**src/rtl/bbq_egress_reader_pkg.sv**
```systemverilog
// -----------------------------------------------------------------------------
// BBQctrl package: shared types and constants for the BBQ egress reader.
//   egress_state_t : egress FSM states (IDLE, HDR, STREAM, FETCH, FREE)
//   BBQ_LEN_LSB    : bit position of the packet-length field in a header word
// -----------------------------------------------------------------------------
package BBQctrl;

  typedef enum logic [2:0] {
    IDLE   = 3'd0,
    HDR    = 3'd1,
    STREAM = 3'd2,
    FETCH  = 3'd3,
    FREE   = 3'd4
  } egress_state_t;

  localparam int BBQ_LEN_LSB = 0;

endpackage

```
**src/rtl/bbq_egress_reader_addr_fifo.sv**
```systemverilog
// -----------------------------------------------------------------------------
// bbq_addr_fifo: synchronous FIFO for dequeued buffer addresses.
// A push into a full FIFO is accepted only when a pop happens in the same
// cycle; otherwise the word is discarded (the caller flags that as a drop).
// Ports:
//   clk, rst     : clock, asynchronous active-low reset
//   push, push_data : write request and data
//   pop          : read request (ignored when empty)
//   head         : word at the read pointer (valid when !empty)
//   full, empty  : occupancy flags
// -----------------------------------------------------------------------------
module bbq_addr_fifo #(
  parameter int DWIDTH = 32,
  parameter int DEPTH  = 16
) (
  input  logic              clk,
  input  logic              rst,
  input  logic              push,
  input  logic [DWIDTH-1:0] push_data,
  input  logic              pop,
  output logic [DWIDTH-1:0] head,
  output logic              full,
  output logic              empty
);

  localparam int AW = $clog2(DEPTH);

  // One extra pointer bit distinguishes full from empty when the indices match.
  logic [AW:0]       wr_ptr_r;
  logic [AW:0]       rd_ptr_r;
  logic [DWIDTH-1:0] mem_r [DEPTH];
  logic              pop_ok_s;
  logic              push_ok_s;

  assign empty     = (wr_ptr_r == rd_ptr_r);
  assign full      = (wr_ptr_r[AW] != rd_ptr_r[AW]) &&
                     (wr_ptr_r[AW-1:0] == rd_ptr_r[AW-1:0]);
  assign pop_ok_s  = pop && !empty;
  assign push_ok_s = push && (!full || pop_ok_s);
  assign head      = mem_r[rd_ptr_r[AW-1:0]];

  // Pointer update; low bits wrap modulo DEPTH since DEPTH is a power of two.
  always_ff @(posedge clk or negedge rst) begin
    if (!rst) begin
      wr_ptr_r <= '0;
      rd_ptr_r <= '0;
    end else begin
      if (push_ok_s) begin
        wr_ptr_r <= wr_ptr_r + (AW+1)'(1);
      end
      if (pop_ok_s) begin
        rd_ptr_r <= rd_ptr_r + (AW+1)'(1);
      end
    end
  end

  // Storage write; contents need no reset because empty gates every read.
  always_ff @(posedge clk) begin
    if (push_ok_s) begin
      mem_r[wr_ptr_r[AW-1:0]] <= push_data;
    end
  end

endmodule

```
**src/rtl/bbq_egress_reader.sv**
```systemverilog
// -----------------------------------------------------------------------------
// bbq_egress_reader: consumer end of the BBQ dequeue stream.
// Queues dequeued buffer addresses, reads each packet from buffer memory word
// by word (header word first, its low bits give the length in words), streams
// it on a valid/ready egress port, then returns the address to the free list.
// Ports:
//   clk, rst                      : clock, asynchronous active-low reset
//   in_valid, in_buff_addr        : dequeued addresses (no backpressure)
//   ovf                           : sticky, an address was dropped (FIFO full)
//   mem_rd_en/addr, mem_rd_data   : buffer memory read, data 1 cycle later
//   out_valid/ready/data/last     : egress packet stream
//   free_valid/ready, free_addr   : address return to the free-list manager
// Optional build macro BBQ_EGRESS_STATS_EN adds stat_pkts, stat_words and a
// saturating stat_drops counter.
// -----------------------------------------------------------------------------
module bbq_egress_reader
  import BBQctrl::*;
#(
  parameter int HEAP_ENTRY_DWIDTH = 32,
  parameter int OUT_BUFF_SIZE     = 16,
  parameter int PKT_DWIDTH        = 64,
  parameter int WORD_AWIDTH       = 4
) (
  input  logic                                 clk,
  input  logic                                 rst,
  input  logic                                 in_valid,
  input  logic [HEAP_ENTRY_DWIDTH-1:0]         in_buff_addr,
  output logic                                 ovf,
  output logic                                 mem_rd_en,
  output logic [HEAP_ENTRY_DWIDTH+WORD_AWIDTH-1:0] mem_rd_addr,
  input  logic [PKT_DWIDTH-1:0]                mem_rd_data,
  output logic                                 out_valid,
  input  logic                                 out_ready,
  output logic [PKT_DWIDTH-1:0]                out_data,
  output logic                                 out_last,
  output logic                                 free_valid,
  input  logic                                 free_ready,
  output logic [HEAP_ENTRY_DWIDTH-1:0]         free_addr
`ifdef BBQ_EGRESS_STATS_EN
  ,
  output logic [31:0]                          stat_pkts,
  output logic [31:0]                          stat_words,
  output logic [15:0]                          stat_drops
`endif
);

  localparam int RAW_W = HEAP_ENTRY_DWIDTH + WORD_AWIDTH;
  localparam int MAX_WORDS_I = 1 << WORD_AWIDTH;
  localparam logic [WORD_AWIDTH:0] MAX_WORDS = MAX_WORDS_I[WORD_AWIDTH:0];
  localparam int ONE_I = 1;
  localparam logic [WORD_AWIDTH:0] LEN_ONE = ONE_I[WORD_AWIDTH:0];

  // Zero-length headers still carry one word; oversize lengths fill the slot.
  function automatic logic [WORD_AWIDTH:0] clamp_len(input logic [WORD_AWIDTH:0] raw);
    logic [WORD_AWIDTH:0] len;
    if (raw == '0) begin
      len = LEN_ONE;
    end else if (raw > MAX_WORDS) begin
      len = MAX_WORDS;
    end else begin
      len = raw;
    end
    return len;
  endfunction

  egress_state_t               state_r, state_nxt_s;
  logic [HEAP_ENTRY_DWIDTH-1:0] cur_addr_r, cur_addr_nxt_s;
  logic [WORD_AWIDTH-1:0]      word_idx_r, word_idx_nxt_s;
  logic [WORD_AWIDTH:0]        len_r, len_nxt_s;
  logic [WORD_AWIDTH:0]        hdr_len_s;
  logic [PKT_DWIDTH-1:0]       out_data_r, out_data_nxt_s;
  logic                        out_valid_r, out_valid_nxt_s;
  logic                        out_last_r, out_last_nxt_s;
  logic                        free_valid_r, free_valid_nxt_s;
  logic [HEAP_ENTRY_DWIDTH-1:0] free_addr_r, free_addr_nxt_s;
  logic [RAW_W-1:0]            rd_addr_r, rd_addr_s;
  logic                        rd_en_s;
  logic                        ovf_r;
  logic                        fifo_pop_s;
  logic [HEAP_ENTRY_DWIDTH-1:0] fifo_head_s;
  logic                        fifo_full_s;
  logic                        fifo_empty_s;
  logic                        drop_s;

  bbq_addr_fifo #(
    .DWIDTH (HEAP_ENTRY_DWIDTH),
    .DEPTH  (OUT_BUFF_SIZE)
  ) u_addr_fifo (
    .clk       (clk),
    .rst       (rst),
    .push      (in_valid),
    .push_data (in_buff_addr),
    .pop       (fifo_pop_s),
    .head      (fifo_head_s),
    .full      (fifo_full_s),
    .empty     (fifo_empty_s)
  );

  // Same condition the FIFO uses to refuse a push.
  assign drop_s    = in_valid && fifo_full_s && !fifo_pop_s;
  assign hdr_len_s = clamp_len(mem_rd_data[BBQ_LEN_LSB +: WORD_AWIDTH+1]);

  // The read strobe is issued in the deciding cycle so data lands one cycle later.
  assign mem_rd_en   = rd_en_s;
  assign mem_rd_addr = rd_addr_s;
  assign out_valid   = out_valid_r;
  assign out_data    = out_data_r;
  assign out_last    = out_last_r;
  assign free_valid  = free_valid_r;
  assign free_addr   = free_addr_r;
  assign ovf         = ovf_r;

  // Egress FSM next-state and datapath next values.
  always_comb begin
    state_nxt_s      = state_r;
    cur_addr_nxt_s   = cur_addr_r;
    word_idx_nxt_s   = word_idx_r;
    len_nxt_s        = len_r;
    out_data_nxt_s   = out_data_r;
    out_valid_nxt_s  = out_valid_r;
    out_last_nxt_s   = out_last_r;
    free_valid_nxt_s = free_valid_r;
    free_addr_nxt_s  = free_addr_r;
    rd_addr_s        = rd_addr_r;
    rd_en_s          = 1'b0;
    fifo_pop_s       = 1'b0;
    case (state_r)
      IDLE: begin
        if (!fifo_empty_s) begin
          fifo_pop_s     = 1'b1;
          cur_addr_nxt_s = fifo_head_s;
          word_idx_nxt_s = '0;
          rd_en_s        = 1'b1;
          rd_addr_s      = {fifo_head_s, {WORD_AWIDTH{1'b0}}};
          state_nxt_s    = HDR;
        end else begin
          state_nxt_s    = IDLE;
        end
      end
      HDR: begin
        out_data_nxt_s  = mem_rd_data;
        len_nxt_s       = hdr_len_s;
        out_valid_nxt_s = 1'b1;
        out_last_nxt_s  = (hdr_len_s == LEN_ONE);
        state_nxt_s     = STREAM;
      end
      STREAM: begin
        if (out_ready && !out_last_r) begin
          out_valid_nxt_s = 1'b0;
          word_idx_nxt_s  = word_idx_r + WORD_AWIDTH'(1);
          rd_en_s         = 1'b1;
          rd_addr_s       = {cur_addr_r, word_idx_r + WORD_AWIDTH'(1)};
          state_nxt_s     = FETCH;
        end else if (out_ready) begin
          out_valid_nxt_s  = 1'b0;
          out_last_nxt_s   = 1'b0;
          free_valid_nxt_s = 1'b1;
          free_addr_nxt_s  = cur_addr_r;
          state_nxt_s      = FREE;
        end else begin
          state_nxt_s      = STREAM;
        end
      end
      FETCH: begin
        out_data_nxt_s  = mem_rd_data;
        out_valid_nxt_s = 1'b1;
        out_last_nxt_s  = ({1'b0, word_idx_r} == (len_r - LEN_ONE));
        state_nxt_s     = STREAM;
      end
      FREE: begin
        if (free_ready) begin
          free_valid_nxt_s = 1'b0;
          state_nxt_s      = IDLE;
        end else begin
          state_nxt_s      = FREE;
        end
      end
      default: begin
        state_nxt_s = IDLE;
      end
    endcase
  end

  // Egress FSM state register.
  always_ff @(posedge clk or negedge rst) begin
    if (!rst) begin
      state_r <= IDLE;
    end else begin
      state_r <= state_nxt_s;
    end
  end

  // Datapath and output registers.
  always_ff @(posedge clk or negedge rst) begin
    if (!rst) begin
      cur_addr_r   <= '0;
      word_idx_r   <= '0;
      len_r        <= '0;
      out_data_r   <= '0;
      out_valid_r  <= 1'b0;
      out_last_r   <= 1'b0;
      free_valid_r <= 1'b0;
      free_addr_r  <= '0;
      rd_addr_r    <= '0;
    end else begin
      cur_addr_r   <= cur_addr_nxt_s;
      word_idx_r   <= word_idx_nxt_s;
      len_r        <= len_nxt_s;
      out_data_r   <= out_data_nxt_s;
      out_valid_r  <= out_valid_nxt_s;
      out_last_r   <= out_last_nxt_s;
      free_valid_r <= free_valid_nxt_s;
      free_addr_r  <= free_addr_nxt_s;
      rd_addr_r    <= rd_addr_s;
    end
  end

  // Sticky overflow flag, cleared only by reset.
  always_ff @(posedge clk or negedge rst) begin
    if (!rst) begin
      ovf_r <= 1'b0;
    end else if (drop_s) begin
      ovf_r <= 1'b1;
    end
  end

`ifdef BBQ_EGRESS_STATS_EN
  logic [31:0] stat_pkts_r;
  logic [31:0] stat_words_r;
  logic [15:0] stat_drops_r;

  assign stat_pkts  = stat_pkts_r;
  assign stat_words = stat_words_r;
  assign stat_drops = stat_drops_r;

  // Packet/word counters wrap; the drop counter saturates.
  always_ff @(posedge clk or negedge rst) begin
    if (!rst) begin
      stat_pkts_r  <= 32'd0;
      stat_words_r <= 32'd0;
      stat_drops_r <= 16'd0;
    end else begin
      if (free_valid_r && free_ready) begin
        stat_pkts_r <= stat_pkts_r + 32'd1;
      end
      if (out_valid_r && out_ready) begin
        stat_words_r <= stat_words_r + 32'd1;
      end
      if (drop_s && (stat_drops_r != 16'hFFFF)) begin
        stat_drops_r <= stat_drops_r + 16'd1;
      end
    end
  end
`endif

endmodule

```
**config.mk**
```make
export PLATFORM = sky130hd
export DESIGN_NAME = bbq_egress_reader
export DESIGN_NICKNAME = d
export VERILOG_FILES = /design/src/rtl/bbq_egress_reader_pkg.sv /design/src/rtl/bbq_egress_reader_addr_fifo.sv /design/src/rtl/bbq_egress_reader.sv
export SDC_FILE = /design/constraint.sdc
export NUM_CORES = 1
export LEC_CHECK = 0
export ABC_AREA = 1
export CORE_MARGIN = 2
export CORE_UTILIZATION = 63
export CTS_BUF_LIST = sky130_fd_sc_hd__clkbuf_4
export DETAILED_ROUTE_END_ITERATION = 10
export PLACE_DENSITY = 0.85
export REMOVE_ABC_BUFFERS = 1
export SYNTH_ARGS = -nofsm -noshare
export SYNTH_HDL_FRONTEND = slang
export SYNTH_SLANG_ARGS = --single-unit
```
**constraint.sdc**
```tcl
create_clock -name clk -period 12.3 [get_ports clk]
set_input_delay 1.23 -clock clk [delete_from_list [all_inputs] [get_ports clk]]
set_output_delay 1.23 -clock clk [all_outputs]
set_load 0.005 [all_outputs]
```
; Yosys cells after proc, flatten, opt, wreduce, memory -nomap -nowiden
; Memory sizes are Yosys's and may differ from the RTL's.
; Cells that the tools add are included.
[word_totals]
register_bits = 190
latchBits = 0
ram_bits = 512
rom_bits = 0
inputBits = 101
output_inout_bits = 137
wordCells = 88
mem_count = 1
[memory_table]
columns = name, depth, word_bits, rd, rd_clocked_by_memory_dff, write_ports, line
row1 = u_addr_fifo.mem_r, 16, 32, 1, 0, 1, bbq_egress_reader_addr_fifo.sv:31  ; logic [DWIDTH-1:0] mem_r [DEPTH];
[op_classes]
addsub = 4
multipliers = 0
div = 0
order_cmp = 1
eq_ne = 15
n_shift = 0
muxes = 28
bitwise = 2
n_reduce_logical = 24
[ops]
columns = operator, n
row1 = $mux W36, 2
row2 = $pmux W36 S2, 1
row3 = $mux W1, 12
row4 = $pmux W3 S4, 1
row5 = $add A5 B1 Y5 const B, 2
row6 = $mux W5, 2
row7 = $ne A2 B2 Y1 const B, 5
row8 = $mux W3, 3
row9 = $reduce_and A3 Y1, 3
row10 = $mux W4, 2
row11 = $pmux W4 S2, 1
row12 = $eq A3 B2 Y1 const B, 2
row13 = $logic_and A1 B1 Y1, 6
row14 = $pmux W1 S2, 3
row15 = $reduce_bool A2 Y1, 3
row16 = $eq A4 B5 Y1, 1
row17 = $eq A5 B1 Y1 const B, 1
row18 = $eq A5 B5 Y1, 1
row19 = $gt A5 B5 Y1 const B, 1
row20 = $logic_not A5 Y1, 1
row21 = $sub A5 B1 Y5 const B, 1
row22 = $add A4 B1 Y4 const B, 1
row23 = $eq A4 B4 Y1, 1
row24 = $logic_not A1 Y1, 4
row25 = other kinds (12), 14

; Depth between registers and ports, before layout
; Gate-level depths: netlist (run 1).
[logic_depth]
word_depth = 8
depth_mapped = 13
mapped_depth_nobuf = 10

; Hierarchy
; Synthesis (run 1) repeated with hierarchy kept, for this count alone.
[unflattened]
cells_unflattened = 2411
hier_area_um2 = 27920.5
[modules_own_cells]
columns = mod, instances, cells_per_inst, area_each_um2
row1 = bbq_addr_fifo, 1, 1670, 20901.3
row2 = bbq_egress_reader, 1, 741, 7019.2

; Worst setup path after synthesis (run 1)
; No wires, ideal clock.
[synth_timing]
path_kind = input port to flip-flop
from = in in_valid
to = mem u_addr_fifo.mem_r[12][0] (enable)
setup_ns = 0.461
arrival_ns = 3.754
t_required_ns = 11.839
path_slack_ns = 8.085
path_stages = 3
n_path_buf = 1
cell_sequence = nand2_1 -> buf_2 -> nor3_1
[synth_via]
elab_chain_len = 3
[synth_lines]
columns = element, line
row1 = start: declaration, bbq_egress_reader.sv:26  ; input logic in_valid,
row2 = $logic_and A1 B1 Y1, bbq_egress_reader_addr_fifo.sv:39  ; assign push_ok_s = push && (!full || pop_ok_s);
row3 = $mux W1, bbq_egress_reader_addr_fifo.sv:59  ; if (push_ok_s) begin
row4 = $mux W1 (not written as such), bbq_egress_reader_addr_fifo.sv:60  ; mem_r[wr_ptr_r[AW-1:0]] <= push_data;
row5 = end: declaration, bbq_egress_reader_addr_fifo.sv:31
; No other way between the ends.

; Final worst setup path (run 1)
[layout_timing]
from = reg u_addr_fifo.rd_ptr_r[0]
to = out mem_rd_addr[35]
[layout_via]
elab_chain_len = 3
[layout_lines]
columns = element, line
row1 = start: declaration, bbq_egress_reader_addr_fifo.sv:30  ; logic [AW:0] rd_ptr_r;
row2 = start signal: assignment, bbq_egress_reader_addr_fifo.sv:52  ; rd_ptr_r <= rd_ptr_r + (AW+1)'(1);
row3 = $mem_v2 Z16 W32 or $eq A5 B5 Y1 (tied branches), --
row4 = $mux W36 *, bbq_egress_reader.sv:129  ; if (!fifo_empty_s) begin
row5 = $pmux W36 S2 *, bbq_egress_reader.sv:127  ; case (state_r)
row6 = end: declaration, bbq_egress_reader.sv:30  ; output logic [HEAP_ENTRY_DWIDTH+WORD_AWIDTH-1:0] mem_rd_addr,
; Every way passes the cells marked *; elsewhere a longest branch is shown, timed or not.

==> results of run 1 <==
flip-flops by register name (all words and copies together), names as in the netlist:
name	flops
u_addr_fifo.wr_ptr_r	5
len_r	5
word_idx_r	4
out_data	64
u_addr_fifo.mem_r	512
u_addr_fifo.rd_ptr_r	5
state_r	3
out_last	1
ovf	1
free_addr	32
free_valid	1
out_valid	1
cur_addr_r	32
rd_addr_r	36
metal layers:
metal,global-route usage (%),up-vias
met5,0,-
met4,17.8,6
met3,7.71,227
met2,51.1,1295
met1,36.9,10700
li1,-,10400
final cells by class:
| class | instances | share of cell area, % |
|---|---|---|
| Sequential cell | 702 | 57.2 |
| Multi-Input combinational cell | 1682 | 20.6 |
| Timing Repair Buffer | 271 | 7.47 |
| Inverter | 554 | 5.93 |
| Clock buffer | 264 | 5.63 |
| Tap cell | 607 | 2.16 |
| Clock inverter | 44 | 0.970 |
| Antenna cell | 3 | 0.0213 |
worst min path at each step:
stage	endpoint	slack, ns	start
after floorplan	u_addr_fifo.wr_ptr_r[4]	0.46	u_addr_fifo.wr_ptr_r[4]
after global placement	out_data[56]	0.46	out_data[56]
after detailed placement	out_data[3]	0.46	out_data[3]
after CTS	rd_addr_r[34]	0.13	rst
after global routing	free_addr[14]	0.17	rst
final	rd_addr_r[34]	0.20	rst
kinds of logic after synthesis:
kind of cell             Yosys count
flip-flops                       702
AND/OR/NAND/NOR                 1563
XOR/XNOR                          13
AO/OA/AOI/OAI                     99
adder cells (fa/ha/maj)            7
buffers and inverters            693
critical path, stage by stage (launching register included):
cell and delay (ns):
dfrtp_4 0.87, inv_6 0.78, buf_4 0.78, nand2_1 0.15, nand2_1 0.11, nand2_1 0.06
nand3_1 0.10, nand3_1 0.09, nand2_1 0.17, nand2_1 0.10, nand4_1 0.16, clkdlybuf4s50_1 0.52
cells in the final DEF (no fill, tap or decap), types with 12 or more instances in the layout:
master | netlist | final
nand4_1 | 36 | 36
nand2_1 | 1157 | 1155
inv_2 | 9 | 12
o21ai_0 | 56 | 56
buf_4 | 2 | 34
clkinv_1 | 0 | 26
nor2_1 | 20 | 15
o21ai_1 | 29 | 29
nand3_1 | 332 | 332
clkdlybuf4s50_1 | 0 | 236
inv_1 | 545 | 543
edfxtp_1 | 512 | 512
dfrtp_1 | 190 | 188
clkbuf_4 | 0 | 264
through the flow:
stage,cell area (um2),instances,utilization (%)
2_1_floorplan,29300,2938,-
3_3_place_gp,32900,3816,70.3
3_5_place_dp,32900,3816,70.3
4_1_cts,35200,4124,75.3
5_1_grt,35200,4127,75.3
6_report,35200,4127,75.3
report_power, final:
part           total (uW)  internal (uW)  switching (uW)
Combinational        3090           1140            1950
Sequential           3290           3010             281
Clock                2020           1100             920
Total                8400           5250            3150
==> out/metrics.yaml, run 1 <==
core_um2: 46800
die_w_um: 222
multi_input_area_um2: 7270
post-place-ws_ns: 7.09
grt_antenna_before_repair: 7
rr_startpoint: "u_addr_fifo.rd_ptr_r[0]"
ant_nets: 0
synth_area_leaders: "edfxtp_1, dfrtp_1, nand2_1"
fmaxAchievable_mhz: 160
layout-drive-gt1-share_pct: 10.1
insertion_delay_ns: 1.02
met3_length_mm: 7.33
max-cap-violations: 0
vdd_drop_max_uv: 177
via_per_inst: 5.48
cts-root-buf: "clkbuf_4"
async_flop_share_pct: 27.1
cts_resized: 0
cts_buffers: 173
io_buffers: 237
rrSetupSlack_ns: 7.72
period_needed_ns: 6.26
tightestPinTransition_ns: 1.16
grt_max_degree: 103
critPathLaunch: "u_addr_fifo.rd_ptr_r[0]"
synth-xor-area-share_pct: 0.380
synth_most_common_cell: "nand2_1"
synth_largest_area_cell: "edfxtp_1"
seq_area_frac_synth_pct: 67.2
grtUsageTotal_pct: 30.8
cts_hold_buf: 0
synth-compound-area-share_pct: 1.76
synthAdderAreaFrac_pct: 0.292
grt_pass1_wl_mm: 117
numClockSinks: 702
finalNetCount: 3492
clock_skew_ns: 0.0531
avgRoutedWirePerCell_um: 18.2
slew_violations: 0
drc: 0
setup_viol: 0
end_kind: "output pin"
dr.first_iter.drc_count: 2666
p_leak_uw: 0.0162
power_density_nw_per_um2: 239
finalHoldViolations: 0
crit_end: "mem_rd_addr[35]"
synthFlopType: "edfxtp_1"
syn_to_final_growth_pct: 17.6
path_max_fanout: 102
clkTransAtPathRegs_ns: 0.08
grt_setup_unrepaired: "false"
synth_area_um2: 29900
synth.distinct_cells: 32
yosys_warnings: 0
hold_path.class: "in2async"
start_util_pct: 64.1
timing.rr.end: "u_addr_fifo.mem_r[2][11]"
ioPinCount: 238
global_route.overflow_total: 0
synth_top_family_by_area: "simple AND/OR/NAND/NOR gates"
highest_layer: "met5"
p_total_uw: 8400
met1Wirelength_mm: 27.6
synthMuxAreaShare_pct: 0
finalSetupTns_ns: 0
relSlewSlack_pct: 22.6
outcome: "finished, final reports clean"
dpl.hpwl_mm: 41.7
cts_tree: "yes"
synth_cells: 3077
via_count: 22600
post-cts-setup-buffers: 0
yosys-top-cells-count: "nand2_1, inv_1, edfxtp_1"
register_area_um2: 20100
clockBufferDepth: 3
synth_edf_count: 512
htreeDepth: 4
fp-row-count: 79
crit_required_ns: 11.07
ys_ff_latch: 702
synth_top_cell_area_share_pct: 51.3
post-route-period-util_pct: 50.9
die_area_um2: 49300
hold_ws_ns: 0.199
n_fill_cell: 2928
synthSimpleGateAreaFrac_pct: 21.4
cp-start-kind: "register"
first_pass_iters: 6
routed_wirelength_mm: 75.0
fin_ws_ns: 6.04
critPathArrivalTime_ns: 5.03
routed-wl-met2_mm: 36.8
critPathKind: "reg2out"
avgSynthCellArea_um2: 9.73
die_h_um: 222
reg2reg_depth: 8
routabilityCongestion: 0.834
first_global_vias: 22900
Power figures use the tool's default switching activity.
==> inputs of run 2 (changes only) <==
- CORE_UTILIZATION: 63 -> 60
- PLACE_DENSITY: 0.85 -> 0.82
- clock period: 12.3 -> 5.8 ns (I/O delays scaled with it)
==> out/metrics.yaml, run 2 (synthesis results as in run 1) <==
outcome: "finished, final reports clean"
finalNetCount: 3495
highest_layer: "met5"
dpl.hpwl_mm: 42.4
syn_to_final_growth_pct: 18.2
layout-drive-gt1-share_pct: 10.4
post-cts-setup-buffers: 0
met3_length_mm: 7.84
fin_util_pct: 72.0
met1Wirelength_mm: 28.5
cts_buffers: 172
global_route.overflow_total: 0
die_h_um: 227
avgRoutedWirePerCell_um: 18.0
die_area_um2: 51700
stdcell_count: 4197
cp-start-kind: "register"
ioPinCount: 238
clock_skew_ns: 0.0559
layout_common_cells: "nand2_1, inv_1, edfxtp_1"
routed_wirelength_mm: 75.6
post-route-period-util_pct: 93.3
die_w_um: 227
fp-row-count: 81
htreeDepth: 4
hold_path.class: "in2reg"
via_per_inst: 5.37
design_area_um2: 35400
cts_tree: "yes"
core_um2: 49200
first_global_vias: 22200
grt_antenna_before_repair: 3
fmaxAchievable_mhz: 185
end_kind: "output pin"
vdd_drop_max_uv: 414
max-cap-violations: 0
tightestPinTransition_ns: 1.37
grt_max_degree: 258
grt_setup_unrepaired: "false"
ant_nets: 0
largest_reg_flops: 512
insertion_delay_ns: 1.05
relSlewSlack_pct: 8.50
clockBufferDepth: 3
grtUsageTotal_pct: 29.7
setup_viol: 0
rrSetupSlack_ns: 1.45
clkTransAtPathRegs_ns: 0.06
placed_area_um2: 33000
first_pass_iters: 8
path_max_fanout: 63
p_leak_uw: 0.0162
place_inst: 3876
numClockSinks: 702
power_density_nw_per_um2: 505
cts-root-buf: "clkbuf_4"
final_common_cell: "nand2_1"
routabilityCongestion: 0.821
via_count: 22600
grt_pass1_wl_mm: 116
start_util_pct: 60.9
drc: 0
period_needed_ns: 5.41
critPathArrivalTime_ns: 4.83
dr.first_iter.drc_count: 2626
io_buffers: 237
critPathKind: "reg2out"
crit_required_ns: 5.22
routed-wl-met2_mm: 36.8
finalHoldViolations: 0
slew_violations: 0
-- run 2: layout make-up --
type                            instances  area [um2]
Multi-Input combinational cell       1682        7250
Clock buffer                          275        2060
Timing Repair Buffer                  275        2710
Fill cell                            3214       13800
Antenna cell                            4        10.0
Clock inverter                         41         298
Sequential cell                       702       20100
Inverter                              554        2090
Tap cell                              664         831
-- run 2: power breakdown --
part | total (uW) | switching (uW) | internal (uW)
clock network | 4340 | 1970 | 2370
logic | 6590 | 4140 | 2450
registers | 6940 | 558 | 6390
-- run 2: worst paths after layout --
check,from,end,depth (start not counted)
worst max register to register,state_r[2],u_addr_fifo.mem_r[11][11],10
min in group asynchronous,rst,out_data[16],2
max in group asynchronous,rst,cur_addr_r[3],3
worst min-delay path,mem_rd_data[43],out_data[43],3
worst max-delay path,u_addr_fifo.rd_ptr_r[1],mem_rd_addr[34],12
worst min register to register,out_data[12],out_data[12],2
-- run 2: through the flow --
stage	power (uW)	hold WS, ns	setup slack [ns]	TNS (ns)
after floorplan	10700	0.284	-4.09	-2498.65
after global placement	13200	0.461	1.63	0
after detailed placement	13500	0.464	1.54	0
after CTS	17900	0.0325	0.425	0
after global routing	19000	0.0509	0.178	0
final	17900	0.110	0.386	0
-- run 2: repair_timing --
| action | in CTS | in global routing |
|---|---|---|
| setup endpoints to repair | 0 | 0 |
| gates resized for setup | 0 | 0 |
| hold buffers | 1 | 0 |
| endpoints found under the hold margin | 80 | 0 |
-- run 2: worst max-delay path: stages, from the launching register on --
cell and delay, ns:
dfrtp_4 0.76, inv_4 0.23, buf_4 0.66, buf_4 0.74, nand3_1 0.17, nand2_1 0.13, nand2_1 0.06, nand2_1 0.08
inv_1 0.04, nand2_1 0.09, nand2_1 0.09, nand4_1 0.13, clkdlybuf4s50_1 0.52
-- run 2: per-layer routing --
layer	vias to the layer above	track usage, %
met2	1320	48.3
met3	175	7.68
met4	2	14.0
met1	10600	37.4
li1	10400	-
met5	-	0
